[src/rtl/spi_burst_memory_pkg.sv]
`default_nettype none
// ============================================================================
//  Module      : spi_pkg
//  Description : Shared types and constants for the SPI burst memory:
//                FSM state encoding, command-bit values and a helper that
//                sizes the bit counter.
//  Revision    : 1.0  initial release
// ============================================================================
package spi_pkg;

    typedef enum logic [2:0] {
        IDLE  = 3'd0,
        ADDR  = 3'd1,
        CMD   = 3'd2,
        READ  = 3'd3,
        WRITE = 3'd4,
        DONE  = 3'd5
    } spi_state_e;

    localparam logic SPI_CMD_READ  = 1'b1;
    localparam logic SPI_CMD_WRITE = 1'b0;

    // Width needed to count 0 .. max_count-1 (never narrower than one bit)
    function automatic int spi_cnt_width(input int max_count);
        return (max_count <= 2) ? 1 : $clog2(max_count);
    endfunction

endpackage
`default_nettype wire

[src/rtl/spi_burst_memory_if.sv]
`default_nettype none
// ============================================================================
//  Module      : spi_burst_memory_if
//  Description : Board-side SPI pins plus status LEDs of the burst memory.
//                The SPI master drives clock, select and data-in; the
//                memory returns data-out, its output enable and the LEDs.
//  Revision    : 1.0  initial release
// ============================================================================
interface spi_burst_memory_if;

    logic       sclk_pin;
    logic       cs_pin;
    logic       mosi_pin;
    logic       miso_pin;
    logic       miso_oe;
    logic [3:0] leds;

    modport master (
        output sclk_pin,
        output cs_pin,
        output mosi_pin,
        input  miso_pin,
        input  miso_oe,
        input  leds
    );

    modport slave (
        input  sclk_pin,
        input  cs_pin,
        input  mosi_pin,
        output miso_pin,
        output miso_oe,
        output leds
    );

endinterface
`default_nettype wire

[src/rtl/spi_burst_memory_sync_edge.sv]
`default_nettype none
// ============================================================================
//  Module      : spi_sync_edge
//  Description : Multi-flop synchroniser for an asynchronous pin followed by
//                an edge register. Edge strobes are combinational from the
//                last two samples so the consumer acts one clk later.
//  Revision    : 1.0  initial release
// ============================================================================
module spi_sync_edge #(
    parameter int   SYNC_STAGES = 2,
    parameter logic RESET_VAL   = 1'b0
) (
    input  wire logic clk,
    input  wire logic reset,
    input  wire logic pin,
    output logic      level,
    output logic      rise,
    output logic      fall
);

    logic [SYNC_STAGES-1:0] r_sync;
    logic                   r_prev;

    // Shift the pin through the synchroniser and remember the previous level
    always_ff @(posedge clk) begin
        if (reset) begin
            r_sync <= {SYNC_STAGES{RESET_VAL}};
            r_prev <= RESET_VAL;
        end else begin
            r_sync <= {r_sync[SYNC_STAGES-2:0], pin};
            r_prev <= r_sync[SYNC_STAGES-1];
        end
    end

    assign level = r_sync[SYNC_STAGES-1];
    assign rise  =  level & ~r_prev;
    assign fall  = ~level &  r_prev;

endmodule
`default_nettype wire

[src/rtl/spi_burst_memory.sv]
`default_nettype none
// ============================================================================
//  Module      : spi_burst_memory
//  Description : Mode-0 SPI slave in front of a 2^ADDR_WIDTH x DATA_WIDTH
//                register array. Frame = address, command bit, then data
//                words; bursts auto-increment the address while CS is low.
//  Revision    : 1.0  initial release
// ============================================================================
module spi_burst_memory
    import spi_pkg::*;
#(
    parameter int ADDR_WIDTH  = 7,
    parameter int DATA_WIDTH  = 8,
    parameter int SYNC_STAGES = 2,
    parameter bit BURST_EN    = 1'b1
) (
    input  wire logic         clk,
    input  wire logic         reset,
    spi_burst_memory_if.slave bus
);

    localparam int DEPTH   = 1 << ADDR_WIDTH;
    localparam int CNT_MAX = (ADDR_WIDTH > DATA_WIDTH) ? ADDR_WIDTH : DATA_WIDTH;
    localparam int CNT_W   = spi_cnt_width(CNT_MAX);

    localparam logic [CNT_W-1:0] c_addr_last = CNT_W'(ADDR_WIDTH - 1);
    localparam logic [CNT_W-1:0] c_data_last = CNT_W'(DATA_WIDTH - 1);

    spi_state_e r_state, w_state_next;

    logic w_sclk_level, w_sclk_rise, w_sclk_fall;
    logic w_cs_level, w_cs_rise, w_cs_fall;
    logic w_unused_edges;

    logic [SYNC_STAGES-1:0] r_mosi_sync;
    logic                   w_mosi;

    logic [CNT_W-1:0]      r_bit_cnt;
    logic [ADDR_WIDTH-1:0] r_addr;
    logic [DATA_WIDTH-1:0] r_shift;
    logic                  r_miso;
    logic                  r_miso_oe;
    logic [3:0]            r_leds;

    logic [DATA_WIDTH-1:0] r_mem [0:DEPTH-1];
    logic [DATA_WIDTH-1:0] w_rd_word;
    logic [DATA_WIDTH-1:0] w_wr_word;
    logic                  w_addr_done;
    logic                  w_data_done;
    logic                  w_mem_we;

    spi_sync_edge #(
        .SYNC_STAGES (SYNC_STAGES),
        .RESET_VAL   (1'b0)
    ) u_sclk_sync (
        .clk   (clk),
        .reset (reset),
        .pin   (bus.sclk_pin),
        .level (w_sclk_level),
        .rise  (w_sclk_rise),
        .fall  (w_sclk_fall)
    );

    // CS resets high so a released board pin never looks like a new frame
    spi_sync_edge #(
        .SYNC_STAGES (SYNC_STAGES),
        .RESET_VAL   (1'b1)
    ) u_cs_sync (
        .clk   (clk),
        .reset (reset),
        .pin   (bus.cs_pin),
        .level (w_cs_level),
        .rise  (w_cs_rise),
        .fall  (w_cs_fall)
    );

    // SCLK level and CS rise are not needed: CS high alone aborts a frame
    assign w_unused_edges = w_sclk_level ^ w_cs_rise;

    // MOSI takes the same number of stages as SCLK so it lines up with the edge
    always_ff @(posedge clk) begin
        if (reset) begin
            r_mosi_sync <= '0;
        end else begin
            r_mosi_sync <= {r_mosi_sync[SYNC_STAGES-2:0], bus.mosi_pin};
        end
    end

    assign w_mosi      = r_mosi_sync[SYNC_STAGES-1];
    assign w_rd_word   = r_mem[r_addr];
    assign w_wr_word   = {r_shift[DATA_WIDTH-2:0], w_mosi};
    assign w_addr_done = (r_bit_cnt == c_addr_last);
    assign w_data_done = (r_bit_cnt == c_data_last);
    assign w_mem_we    = !w_cs_level && (r_state == WRITE) && w_sclk_rise && w_data_done;

    // State register
    always_ff @(posedge clk) begin
        if (reset) begin
            r_state <= IDLE;
        end else begin
            r_state <= w_state_next;
        end
    end

    // Next-state logic; CS high overrides every state
    always_comb begin
        w_state_next = r_state;
        if (w_cs_level) begin
            w_state_next = IDLE;
        end else begin
            case (r_state)
                IDLE: begin
                    if (w_cs_fall) w_state_next = ADDR;
                end
                ADDR: begin
                    if (w_sclk_rise && w_addr_done) w_state_next = CMD;
                end
                CMD: begin
                    if (w_sclk_rise) begin
                        if (w_mosi == SPI_CMD_READ) begin
                            w_state_next = READ;
                        end else if (w_mosi == SPI_CMD_WRITE) begin
                            w_state_next = WRITE;
                        end
                    end
                end
                READ, WRITE: begin
                    if (w_sclk_rise && w_data_done && !BURST_EN) w_state_next = DONE;
                end
                DONE:    w_state_next = DONE;
                default: w_state_next = IDLE;
            endcase
        end
    end

    // Datapath: bit counter, address, shift register, MISO and LEDs
    always_ff @(posedge clk) begin
        if (reset) begin
            r_bit_cnt <= '0;
            r_addr    <= '0;
            r_shift   <= '0;
            r_miso    <= 1'b0;
            r_miso_oe <= 1'b0;
            r_leds    <= 4'h0;
        end else if (w_cs_level) begin
            r_bit_cnt <= '0;
            r_miso    <= 1'b0;
            r_miso_oe <= 1'b0;
        end else begin
            case (r_state)
                IDLE: begin
                    r_bit_cnt <= '0;
                end
                ADDR: begin
                    if (w_sclk_rise) begin
                        r_addr    <= {r_addr[ADDR_WIDTH-2:0], w_mosi};
                        r_bit_cnt <= w_addr_done ? '0 : r_bit_cnt + 1'b1;
                    end
                end
                CMD: begin
                    if (w_sclk_rise) r_bit_cnt <= '0;
                end
                WRITE: begin
                    if (w_sclk_rise) begin
                        if (w_data_done) begin
                            r_bit_cnt <= '0;
                            r_addr    <= r_addr + 1'b1;
                            r_leds    <= w_wr_word[3:0];
                        end else begin
                            r_shift   <= w_wr_word;
                            r_bit_cnt <= r_bit_cnt + 1'b1;
                        end
                    end
                end
                READ: begin
                    if (w_sclk_fall) begin
                        if (r_bit_cnt == '0) begin
                            r_shift   <= w_rd_word;
                            r_miso    <= w_rd_word[DATA_WIDTH-1];
                            r_miso_oe <= 1'b1;
                        end else begin
                            r_shift   <= {r_shift[DATA_WIDTH-2:0], 1'b0};
                            r_miso    <= r_shift[DATA_WIDTH-2];
                        end
                    end else if (w_sclk_rise) begin
                        if (w_data_done) begin
                            r_bit_cnt <= '0;
                            r_addr    <= r_addr + 1'b1;
                            // Leaving READ for DONE: MISO idles low, OE holds until CS
                            if (!BURST_EN) r_miso <= 1'b0;
                        end else begin
                            r_bit_cnt <= r_bit_cnt + 1'b1;
                        end
                    end
                end
                default: begin
                end
            endcase
        end
    end

    // Register array write; contents deliberately survive reset
    always_ff @(posedge clk) begin
        if (w_mem_we) begin
            r_mem[r_addr] <= w_wr_word;
        end
    end

    assign bus.miso_pin = r_miso;
    assign bus.miso_oe  = r_miso_oe;
    assign bus.leds     = r_leds;

endmodule
`default_nettype wire

[src/flat_wrapper.sv]
// flat-port wrapper written by rule: the top's interface ports become plain ports
module spi_burst_memory_flat import spi_pkg::*;
#(
    parameter int ADDR_WIDTH  = 7,
    parameter int DATA_WIDTH  = 8,
    parameter int SYNC_STAGES = 2,
    parameter bit BURST_EN    = 1'b1
)
  (clk, reset, bus_sclk_pin, bus_cs_pin, bus_mosi_pin, bus_miso_pin, bus_miso_oe, bus_leds);
  spi_burst_memory_if bus_i ();
  input  wire logic clk;
  input  wire logic reset;
  input wire logic [$bits(bus_i.sclk_pin)-1:0] bus_sclk_pin;
  input wire logic [$bits(bus_i.cs_pin)-1:0] bus_cs_pin;
  input wire logic [$bits(bus_i.mosi_pin)-1:0] bus_mosi_pin;
  output wire logic [$bits(bus_i.miso_pin)-1:0] bus_miso_pin;
  output wire logic [$bits(bus_i.miso_oe)-1:0] bus_miso_oe;
  output wire logic [$bits(bus_i.leds)-1:0] bus_leds;
  assign bus_i.sclk_pin = bus_sclk_pin;
  assign bus_i.cs_pin = bus_cs_pin;
  assign bus_i.mosi_pin = bus_mosi_pin;
  assign bus_miso_pin = bus_i.miso_pin;
  assign bus_miso_oe = bus_i.miso_oe;
  assign bus_leds = bus_i.leds;
  spi_burst_memory #(.ADDR_WIDTH(ADDR_WIDTH), .DATA_WIDTH(DATA_WIDTH), .SYNC_STAGES(SYNC_STAGES), .BURST_EN(BURST_EN)) u_core (.clk(clk), .reset(reset), .bus(bus_i));
endmodule
[config.mk]
export PLATFORM = sky130hd
export DESIGN_NAME = spi_burst_memory_flat
export DESIGN_NICKNAME = d
export VERILOG_FILES = /design/src/rtl/spi_burst_memory_pkg.sv /design/src/rtl/spi_burst_memory_if.sv /design/src/rtl/spi_burst_memory_sync_edge.sv /design/src/rtl/spi_burst_memory.sv /design/src/flat_wrapper.sv
export SDC_FILE = /design/constraint.sdc
export NUM_CORES = 1
export LEC_CHECK = 0
export BUFFER_PORTS_ARGS = -buffer_cell sky130_fd_sc_hd__buf_2
export CAP_MARGIN = 20
export CORE_MARGIN = 4
export CORE_UTILIZATION = 55
export DETAILED_ROUTE_END_ITERATION = 16
export PLACE_DENSITY = 0.77
export RECOVER_POWER = 25
export SYNTH_ARGS = -nofsm -noshare
export SYNTH_HDL_FRONTEND = slang
export SYNTH_SLANG_ARGS = --single-unit
[constraint.sdc]
create_clock -name clk -period 4.1 [get_ports clk]
set_input_delay 0.205 -clock clk [delete_from_list [all_inputs] [get_ports clk]]
set_output_delay 0.205 -clock clk [all_outputs]
set_load 0.03 [all_outputs]
==> results of run 1 <==
cell usage in the layout, fill, tap and decap left out, types with 4 or more instances in the layout:
| cell type | synthesis | routed |
|---|---|---|
| sky130_fd_sc_hd__nor2b_1 | 15 | 15 |
| sky130_fd_sc_hd__and2_1 | 4 | 4 |
| sky130_fd_sc_hd__nor3_1 | 6 | 6 |
| sky130_fd_sc_hd__a211o_1 | 5 | 5 |
| sky130_fd_sc_hd__buf_4 | 15 | 96 |
| sky130_fd_sc_hd__clkinv_1 | 2 | 18 |
| sky130_fd_sc_hd__a221oi_1 | 5 | 5 |
| sky130_fd_sc_hd__a31oi_1 | 5 | 5 |
| sky130_fd_sc_hd__a2111oi_0 | 7 | 7 |
| sky130_fd_sc_hd__or3_1 | 4 | 4 |
| sky130_fd_sc_hd__clkbuf_16 | 0 | 105 |
| sky130_fd_sc_hd__nand2_1 | 56 | 56 |
| sky130_fd_sc_hd__nand3b_1 | 5 | 5 |
| sky130_fd_sc_hd__or2_2 | 6 | 5 |
| sky130_fd_sc_hd__edfxtp_1 | 1024 | 1024 |
| sky130_fd_sc_hd__ha_1 | 5 | 5 |
| sky130_fd_sc_hd__inv_1 | 5 | 5 |
| sky130_fd_sc_hd__o21a_1 | 4 | 4 |
| sky130_fd_sc_hd__bufinv_16 | 0 | 10 |
| sky130_fd_sc_hd__o21ai_0 | 20 | 20 |
| sky130_fd_sc_hd__o22ai_1 | 19 | 19 |
| sky130_fd_sc_hd__buf_12 | 0 | 10 |
| sky130_fd_sc_hd__a211oi_1 | 4 | 4 |
| sky130_fd_sc_hd__mux2i_1 | 51 | 51 |
| sky130_fd_sc_hd__mux4_2 | 286 | 286 |
| sky130_fd_sc_hd__clkinv_2 | 0 | 23 |
| sky130_fd_sc_hd__dfxtp_1 | 41 | 37 |
| sky130_fd_sc_hd__nor2_1 | 171 | 171 |
| sky130_fd_sc_hd__o221ai_1 | 10 | 10 |
| sky130_fd_sc_hd__inv_6 | 0 | 4 |
| sky130_fd_sc_hd__a21oi_1 | 26 | 26 |
| sky130_fd_sc_hd__o31ai_1 | 6 | 6 |
| sky130_fd_sc_hd__a22o_1 | 5 | 5 |
| sky130_fd_sc_hd__nor4_1 | 4 | 4 |
| sky130_fd_sc_hd__buf_2 | 19 | 10 |
| sky130_fd_sc_hd__clkbuf_8 | 0 | 5 |
| sky130_fd_sc_hd__clkbuf_1 | 50 | 19 |
| sky130_fd_sc_hd__a21o_1 | 6 | 6 |
| sky130_fd_sc_hd__nand3_1 | 19 | 19 |
sequential cells by signal, indices dropped and copies added (netlist names), named ones only:
register / count
u_core.bus.leds: 4
u_core.bus.miso_oe: 1
u_core.bus.miso_pin: 1
u_core.r_addr: 7
u_core.r_bit_cnt: 3
u_core.r_mem: 1024
u_core.r_mosi_sync: 2
u_core.r_shift: 7
u_core.r_state: 3
u_core.u_cs_sync.r_prev: 1
u_core.u_cs_sync.r_sync: 2
u_core.u_sclk_sync.r_prev: 1
u_core.u_sclk_sync.r_sync: 2
cells by family (layout without fill, tap and decap cells):
| kind of cell | Yosys count | in the layout | share of synthesized area |
|---|---|---|---|
| fa+ha+maj | 5 | 5 | 0.00151 |
| simple gates | 309 | 309 | 0.0330 |
| buf+inv | 114 | 315 | 0.0146 |
| mux | 338 | 338 | 0.168 |
| compound gates | 135 | 135 | 0.0229 |
| flops | 1065 | 1065 | 0.760 |
stage by stage:
step / total power (W) / hold WS [ps] / utilization / instances / setup WS [ps]
after CTS: 0.0212 / 65.1 / 0.623 / 3135 / 460
after global routing: 0.0218 / 98.7 / 0.623 / 3136 / 201
final: 0.0211 / 116 / 0.623 / 3136 / 435
after floorplan: 0.0120 / 309 / - / 1966 / 1160
after detailed placement: 0.0120 / 391 / 0.578 / 2945 / 598
after global placement: 0.0120 / 399 / 0.578 / 2945 / 788
power groups by stage:
stage          registers (W)  clock network (W)  logic (W)
2_1_floorplan         0.0120                  0  0.0000125
3_3_place_gp          0.0120                  0  0.0000277
3_5_place_dp          0.0120                  0  0.0000286
4_1_cts               0.0118            0.00943  0.0000311
5_1_grt               0.0118            0.00997  0.0000340
6_report              0.0118            0.00935  0.0000317
area by class of cell:
cell class              count  area share
repair buffers            121      0.0217
flip-flops and latches   1065       0.679
clock inverters            59      0.0122
inverters                   7    0.000619
multi-input cells         787       0.201
well taps                 969      0.0261
clock buffers             128      0.0594
per-layer routing:
metal,wire length [um],vias to the layer above,GRT usage
met5,0,-,0
met4,3310,0,0.0849
met3,9890,195,0.0490
met2,45000,1323,0.373
met1,36200,10800,0.357
li1,-,8427,-
cell usage after synthesis, types with 15 or more instances:
library cell                  n  area share
sky130_fd_sc_hd__edfxtp_1  1024        0.74
sky130_fd_sc_hd__mux4_2     286        0.16
sky130_fd_sc_hd__nor2_1     171       0.015
sky130_fd_sc_hd__nand2_1     56      0.0051
sky130_fd_sc_hd__mux2i_1     51       0.012
sky130_fd_sc_hd__clkbuf_1    50      0.0045
sky130_fd_sc_hd__dfxtp_1     41       0.020
sky130_fd_sc_hd__a21oi_1     26      0.0031
sky130_fd_sc_hd__o21ai_0     20      0.0024
sky130_fd_sc_hd__buf_2       19      0.0023
sky130_fd_sc_hd__nand3_1     19      0.0023
sky130_fd_sc_hd__o22ai_1     19      0.0029
sky130_fd_sc_hd__buf_4       15      0.0027
sky130_fd_sc_hd__nor2b_1     15      0.0023
how the worst max path moves through the flow:
| stage | start | to | slack, ps | cells after the start |
|---|---|---|---|---|
| after global placement | u_core.r_bit_cnt[1]$_SDFFE_PP0P_ | u_core.r_mem[3][5]$_DFFE_PP_ | 790 | 8 |
| after CTS | u_core.r_bit_cnt[1]$_SDFFE_PP0P_ | u_core.r_mem[59][6]$_DFFE_PP_ | 460 | 8 |
| final | u_core.r_shift[2]$_SDFFE_PP0P_ | u_core.r_mem[81][3]$_DFFE_PP_ | 430 | 1 |
| after floorplan | u_core.r_bit_cnt[1]$_SDFFE_PP0P_ | u_core.r_mem[120][0]$_DFFE_PP_ | 1160 | 9 |
| after detailed placement | u_core.r_bit_cnt[1]$_SDFFE_PP0P_ | u_core.r_mem[59][6]$_DFFE_PP_ | 600 | 8 |
| after global routing | u_core.r_shift[2]$_SDFFE_PP0P_ | u_core.r_mem[81][3]$_DFFE_PP_ | 200 | 1 |
==> impl_summary.md, run 1 <==
STA
The final worst-path cycle share is 0.894. The final-report max-slew violation count is 456. The setup clock skew after layout is 25.7 ps. The slew at the pin closest to its max-slew limit is 3550 ps. For this run, the top clock speed supported by timing is 273 MHz. The final period demand of the worst path is 3670 ps. Setup repair after global routing left no endpoint under its margin. The worst max-slew margin expressed relative to the limit is -1.37. The final hold violation count is 0. The sum of negative setup slack is 0 ps. Setup violations remaining at the end of the flow were counted as 0.

Hold path
The worst hold path passes through 2 cells. The worst hold path begins at reset. The worst hold path terminates at u_core.r_mosi_sync[0]$_SDFF_PP0_. The worst hold path belongs to the class primary input to register.

Power
The power share of the clock group is 0.442. The switching power is 0.00398 W. The switching share of total power is 0.188. The internal power consumption is 0.0172 W. The part of the total power dissipated in sequential elements is 0.556. The worst-case IR drop observed on VDD is 0.307 mV.

The total power divided by cell area is 455 nW/um^2. The analysis attributes to cell leakage a power of 14.7 nW. Of the total power, combinational logic draws 0.002.

Detailed routing
The total iterations of the first detailed-routing run is 6. The routed via count divided by cell count is 6.62. After detailed routing, the average wire length per cell comes to 30.1 um.

In this run, the number of DRC markers left after iteration 0 of detailed routing was 2928. The final layout contains routed wiring with a total length of 94400 um. The via count of the routed design is 20800.

The number of nets with antenna violations after routing is 0. In the routed design, unresolved DRC markers number 0.

Synthesis
The most common flop cell mapped by yosys is sky130_fd_sc_hd__edfxtp_1. A synthesized cell averages 21.1 um^2. The synthesized netlist occupies a cell area of 41500 um^2. Synthesis inferred 1065 register bits. For this run, the number of Yosys warnings is 0. The sequential element share of the synthesized area is 0.760.

Synthesis handed over a netlist of 1966 instances. Counting distinct cell types in the post-synthesis netlist gives 60. The proportion of synthesized flip-flops having asynchronous set or reset is 0. The number of nets produced by synthesis is 1976.

Yosys mapped a number of flops with a built-in enable equal to 1024.

Global routing
The first global-routing pass estimated 142000 um of wire. Entering global routing, the biggest net connects 101 pins. The total overflow reported by the global router is 0. The initial antenna violation count is 1. Across every metal layer, demand over resource in global routing totals 0.243. The via count of the first global-routing pass was 21000.

Die
The height of the chip is 283 um. The count of pins on the block boundary is 11. The die outline width is 283 um. The cell row count is 100. The full die area is 80000 um^2. For this configuration, the core starts out at a cell density of 0.556. The core box area is 74700 um^2.

CTS
The clock tree synthesis step divided the H-tree into 3 levels. The number of CTS-inserted buffers is 101. In this run the deepest clock path goes through 3 buffers. TritonCTS built the clock tree. The clock-pin slew on the worst setup and hold paths is 60 ps. The root buffer cell chosen for the clock tree is sky130_fd_sc_hd__clkbuf_16. After clock tree synthesis, the flow added hold-fix buffers numbering 3.

The insertion delay of the later-clocked pin in the worst-skew pair is 660 ps. The number of clock sinks is 1065. The number of buffers inserted by post-CTS setup repair is 0. The number of gates resized after CTS was 0.

Worst setup path
STA puts the critical path data arrival time at 4090 ps. Walking the worst path, the cells encountered are buf_4. Broken down by cell family, the worst path's largest delay share belongs to flip-flops. The worst register-to-register path begins at u_core.r_shift[2]$_SDFFE_PP0P_. The worst register-to-register path has a setup slack of 430 ps. The worst setup path is captured at a register. The maximum cell stage delay along the critical path is 2750 ps. The worst flop-to-flop path endpoint is u_core.r_mem[81][3]$_DFFE_PP_. The critical path's slowest cell is sky130_fd_sc_hd__dfxtp_1. Of all nets on the critical path, the largest fanout is 82. STA classifies the critical path startpoint as a register. The required time reported for the critical path endpoint is 4520 ps. The number of cells on the worst reg-to-reg path is 1. The startpoint-to-endpoint class of the critical path is register to register. The buffers plus inverters on the worst setup path is 1.

Outcome
The final reports fail on max-capacitance violations, max-slew violations. The flow ran to the end, but the final reports show violations.

Final layout
After routing the design area is 46500 um^2. Summing all multi-input logic gate instances after layout gives 9350 um^2. The number of nets at the end of the flow is 2093. The antenna diode instance count is 0. The sequential cells in the finished layout cover a total of 31600 um^2.

The area growth from synthesis to final layout is 12.0%. The number of filler instances in the final layout is 4803. Of the cells placed in the final design, the portion with a size suffix greater than 1 is 0.264.

Placement
The quantity of I/O buffers inserted on ports is 10. Routability-driven placement finished with a final weighted congestion of 0.897. The detailed-placement wirelength estimate is 56200 um. The placed standard-cell area is 43200 um^2.

Job
The max capacitance violation total is 7.
No activity file was read; power rests on OpenSTA's default activity.
==> run 2: changes to the inputs <==
- CORE_UTILIZATION: 55 -> 35
- PLACE_DENSITY: 0.77 -> 0.56
==> impl_summary.md, run 2 (synthesis results as in run 1) <==
Outcome
The run finished, with violations left. The final reports fail on max-capacitance violations, max-slew violations.

Die
The die outline width is 352 um (+25%). The starting utilization of the core area is 0.352 (-0.204). The full die area came to 124000 um^2 (+55%).

The height of the chip was 352 um (+25%). The core box area is 118000 um^2 (+58%). The count of pins on the block boundary is 11 (unchanged). The cell row count was 126 (+26%).

CTS
The clock-pin slew on the worst setup and hold paths is 60 ps (about the same). The number of buffers on the longest clock path was 3 (unchanged). The insertion delay of the later-clocked pin in the worst-skew pair is 680 ps (+20 ps). The number of buffers added to fix hold violations after cts was 6 (+3).

The H-tree depth reported by CTS is 3 (unchanged). The number of clock sinks was 1065 (unchanged). The number of buffers inserted by post-CTS setup repair is 0 (unchanged).

The clock root buffer is sky130_fd_sc_hd__clkbuf_16. The post-CTS resize count is 0 (unchanged). TritonCTS built the clock tree. The number of CTS-inserted buffers is 105 (+4.0%).

Worst setup path
Traced cell by cell, the critical path runs through clkbuf_1. The worst setup path is of the register to register kind. The data arrival time of the critical path is 3460 ps (-630 ps). The startpoint identified for the worst register-to-register timing path is u_core.r_mosi_sync[1]$_SDFF_PP0_. On the critical path the largest part of the delay comes from buffers and inverters. The maximum fanout along the worst path is 64 (-22%). The buffers plus inverters on the worst setup path was 1 (unchanged). The largest individual stage delay along the critical path comes from the cell sky130_fd_sc_hd__clkbuf_1. The required time reported for the critical path endpoint was 4170 ps (-350 ps).

The maximum cell stage delay along the critical path is 1960 ps (-790 ps). The start point of the critical path is u_core.r_mosi_sync[1]$_SDFF_PP0_. The element type at the critical path start is a register. The type of element capturing the critical path is a register.

Job
The max capacitance violation total was 9 (+2).

STA
The final hold violation count is 0 (unchanged). The final period demand of the worst path is 3400 ps (-269 ps). The total setup violations reported at the end of the flow is 0 (unchanged). The final-report max-slew violation count is 531 (+16%). The sum of negative setup slack is 0 ps (unchanged). The worst max-slew margin expressed relative to the limit is -1.05 (+0.324). The top achievable clock speed is 294 MHz (+7.9%).

The slew at the pin closest to its max-slew limit is 3070 ps (-482 ps). The final worst setup slack was 704 ps (+269 ps). The final worst-path cycle share is 0.828 (-0.0657). The setup clock skew after layout is 33.7 ps (+7.94 ps). Setup repair after global routing left no endpoint under its margin.

Detailed routing
The number of design rule violations left after detail routing is 0 (unchanged). The total iterations of the first detailed-routing run is 5 (-1). The routed length per placed instance was 26.2 um (-13%). The wire length reported by the detailed router was 97400 um (+3.2%). The DRC marker count from the first detailed-route iteration is 1907 (-35%). The number of nets with antenna violations after routing is 0 (unchanged).

The routed via count divided by cell count is 5.35 (-19%). The via count of the routed design is 19900 (-4.1%).

Power
The leakage power of the design came to 14.6 nW (-0.12%). The maximum vdd drop is 0.368 mV (+20%). The total power divided by cell area is 448 nW/um^2 (-1.4%).

Final layout
The largest registers in the layout are u_core.r_mem: 1024 flops, u_core.r_addr: 7 flops, u_core.r_shift: 7 flops. The commonest non-fill, non-tap cell in the layout is sky130_fd_sc_hd__edfxtp_1. The register ranked first by flip-flop count is u_core.r_mem. In the layout the commonest cells are 1024 x sky130_fd_sc_hd__edfxtp_1, 286 x sky130_fd_sc_hd__mux4_2, 171 x sky130_fd_sc_hd__nor2_1. The number of nets at the end of the flow is 2104 (+0.53%). The share of final-layout standard cells stronger than drive strength 1 is 0.258 (-0.00606). The area growth from synthesis to layout is 13.9%.

The number of flip-flops under the largest register name came to 1024 (unchanged). The antenna diode instance count is 0 (unchanged).

Global routing
The via count of the first global-routing pass is 20500 (-2.3%). The wire length of the first global-routing pass is 145000 um (+2.0%). The initial antenna violation count is 3 (+2).

The maximum number of pins on one net before global-route repair is 131 (+30%). The all-layer global routing usage is 0.156 (-0.0874). The total overflow reported by the global router is 0 (unchanged).

Placement
The worst setup timing slack at the placement stage is 883 ps (+285 ps). The detailed-placement wirelength estimate is 60000 um (+6.7%). The quantity of I/O buffers inserted on ports is 10 (unchanged). The global placement routability congestion was 0.803 (-11%).

Hold path
The worst hold path begins at bus_cs_pin. The class of the tightest hold or removal check is primary input to register.
run 2: cell types whose count changed in the layout (fill, tap and decap cells not counted), moves of 2 or more:
cell	previous run	this run
sky130_fd_sc_hd__clkinv_1	18	32
sky130_fd_sc_hd__clkinv_2	23	12
sky130_fd_sc_hd__clkbuf_1	19	28
sky130_fd_sc_hd__clkbuf_8	5	0
sky130_fd_sc_hd__buf_4	96	100
sky130_fd_sc_hd__clkinvlp_4	1	5
sky130_fd_sc_hd__clkbuf_16	105	108
sky130_fd_sc_hd__dlygate4sd3_1	3	6
sky130_fd_sc_hd__inv_6	4	1
sky130_fd_sc_hd__buf_12	10	8
sky130_fd_sc_hd__clkinv_4	3	1
sky130_fd_sc_hd__clkinv_8	0	2
sky130_fd_sc_hd__inv_8	0	2
run 2: final timing paths:
| kind | slack, ps | cells past startpoint | to |
|---|---|---|---|
| max | 700 | 1 | u_core.r_mem[19][0]$_DFFE_PP_ |
| min | 250 | 3 | u_core.u_cs_sync.r_sync[0]$_SDFF_PP1_ |
| max reg2reg | 700 | 1 | u_core.r_mem[19][0]$_DFFE_PP_ |
| min reg2reg | 410 | 1 | u_core.u_cs_sync.r_sync[1]$_SDFF_PP1_ |
run 2: area by class of cell:
type / instances / area (um^2)
sequential: 1065 / 31600
multi-input combinational: 787 / 9350
clock inverter: 64 / 587
tap: 1536 / 1920
clock buffer: 132 / 2790
fill: 10300 / 70600
timing repair buffer: 128 / 1040
inverter: 7 / 28.8
run 2: metrics by stage:
| stage | hold slack [ps] | cell area (um^2) | power [W] | cells | util |
|---|---|---|---|---|---|
| finish | 254 | 47300 | 0.0212 | 3719 | 0.401 |
| floorplan | 309 | 41500 | 0.0120 | 1966 | - |
| detailed placement | 397 | 43900 | 0.0120 | 3517 | 0.372 |
| CTS | 210 | 47400 | 0.0214 | 3719 | 0.402 |
| global route | 244 | 47300 | 0.0219 | 3719 | 0.401 |
| global placement | 389 | 43900 | 0.0120 | 3517 | 0.372 |
run 2: layer usage:
metal	wire, um	track usage
met4	2020	0.0414
met5	10	0
met3	5680	0.0238
met1	41800	0.218
met2	47900	0.256
run 2: power breakdown:
part	total [W]	internal, W	switching [W]
combinational	0.0000353	0.0000101	0.0000252
clock	0.00940	0.00540	0.00400
sequential	0.0118	0.0118	0.00000569
total	0.0212	0.0172	0.00403
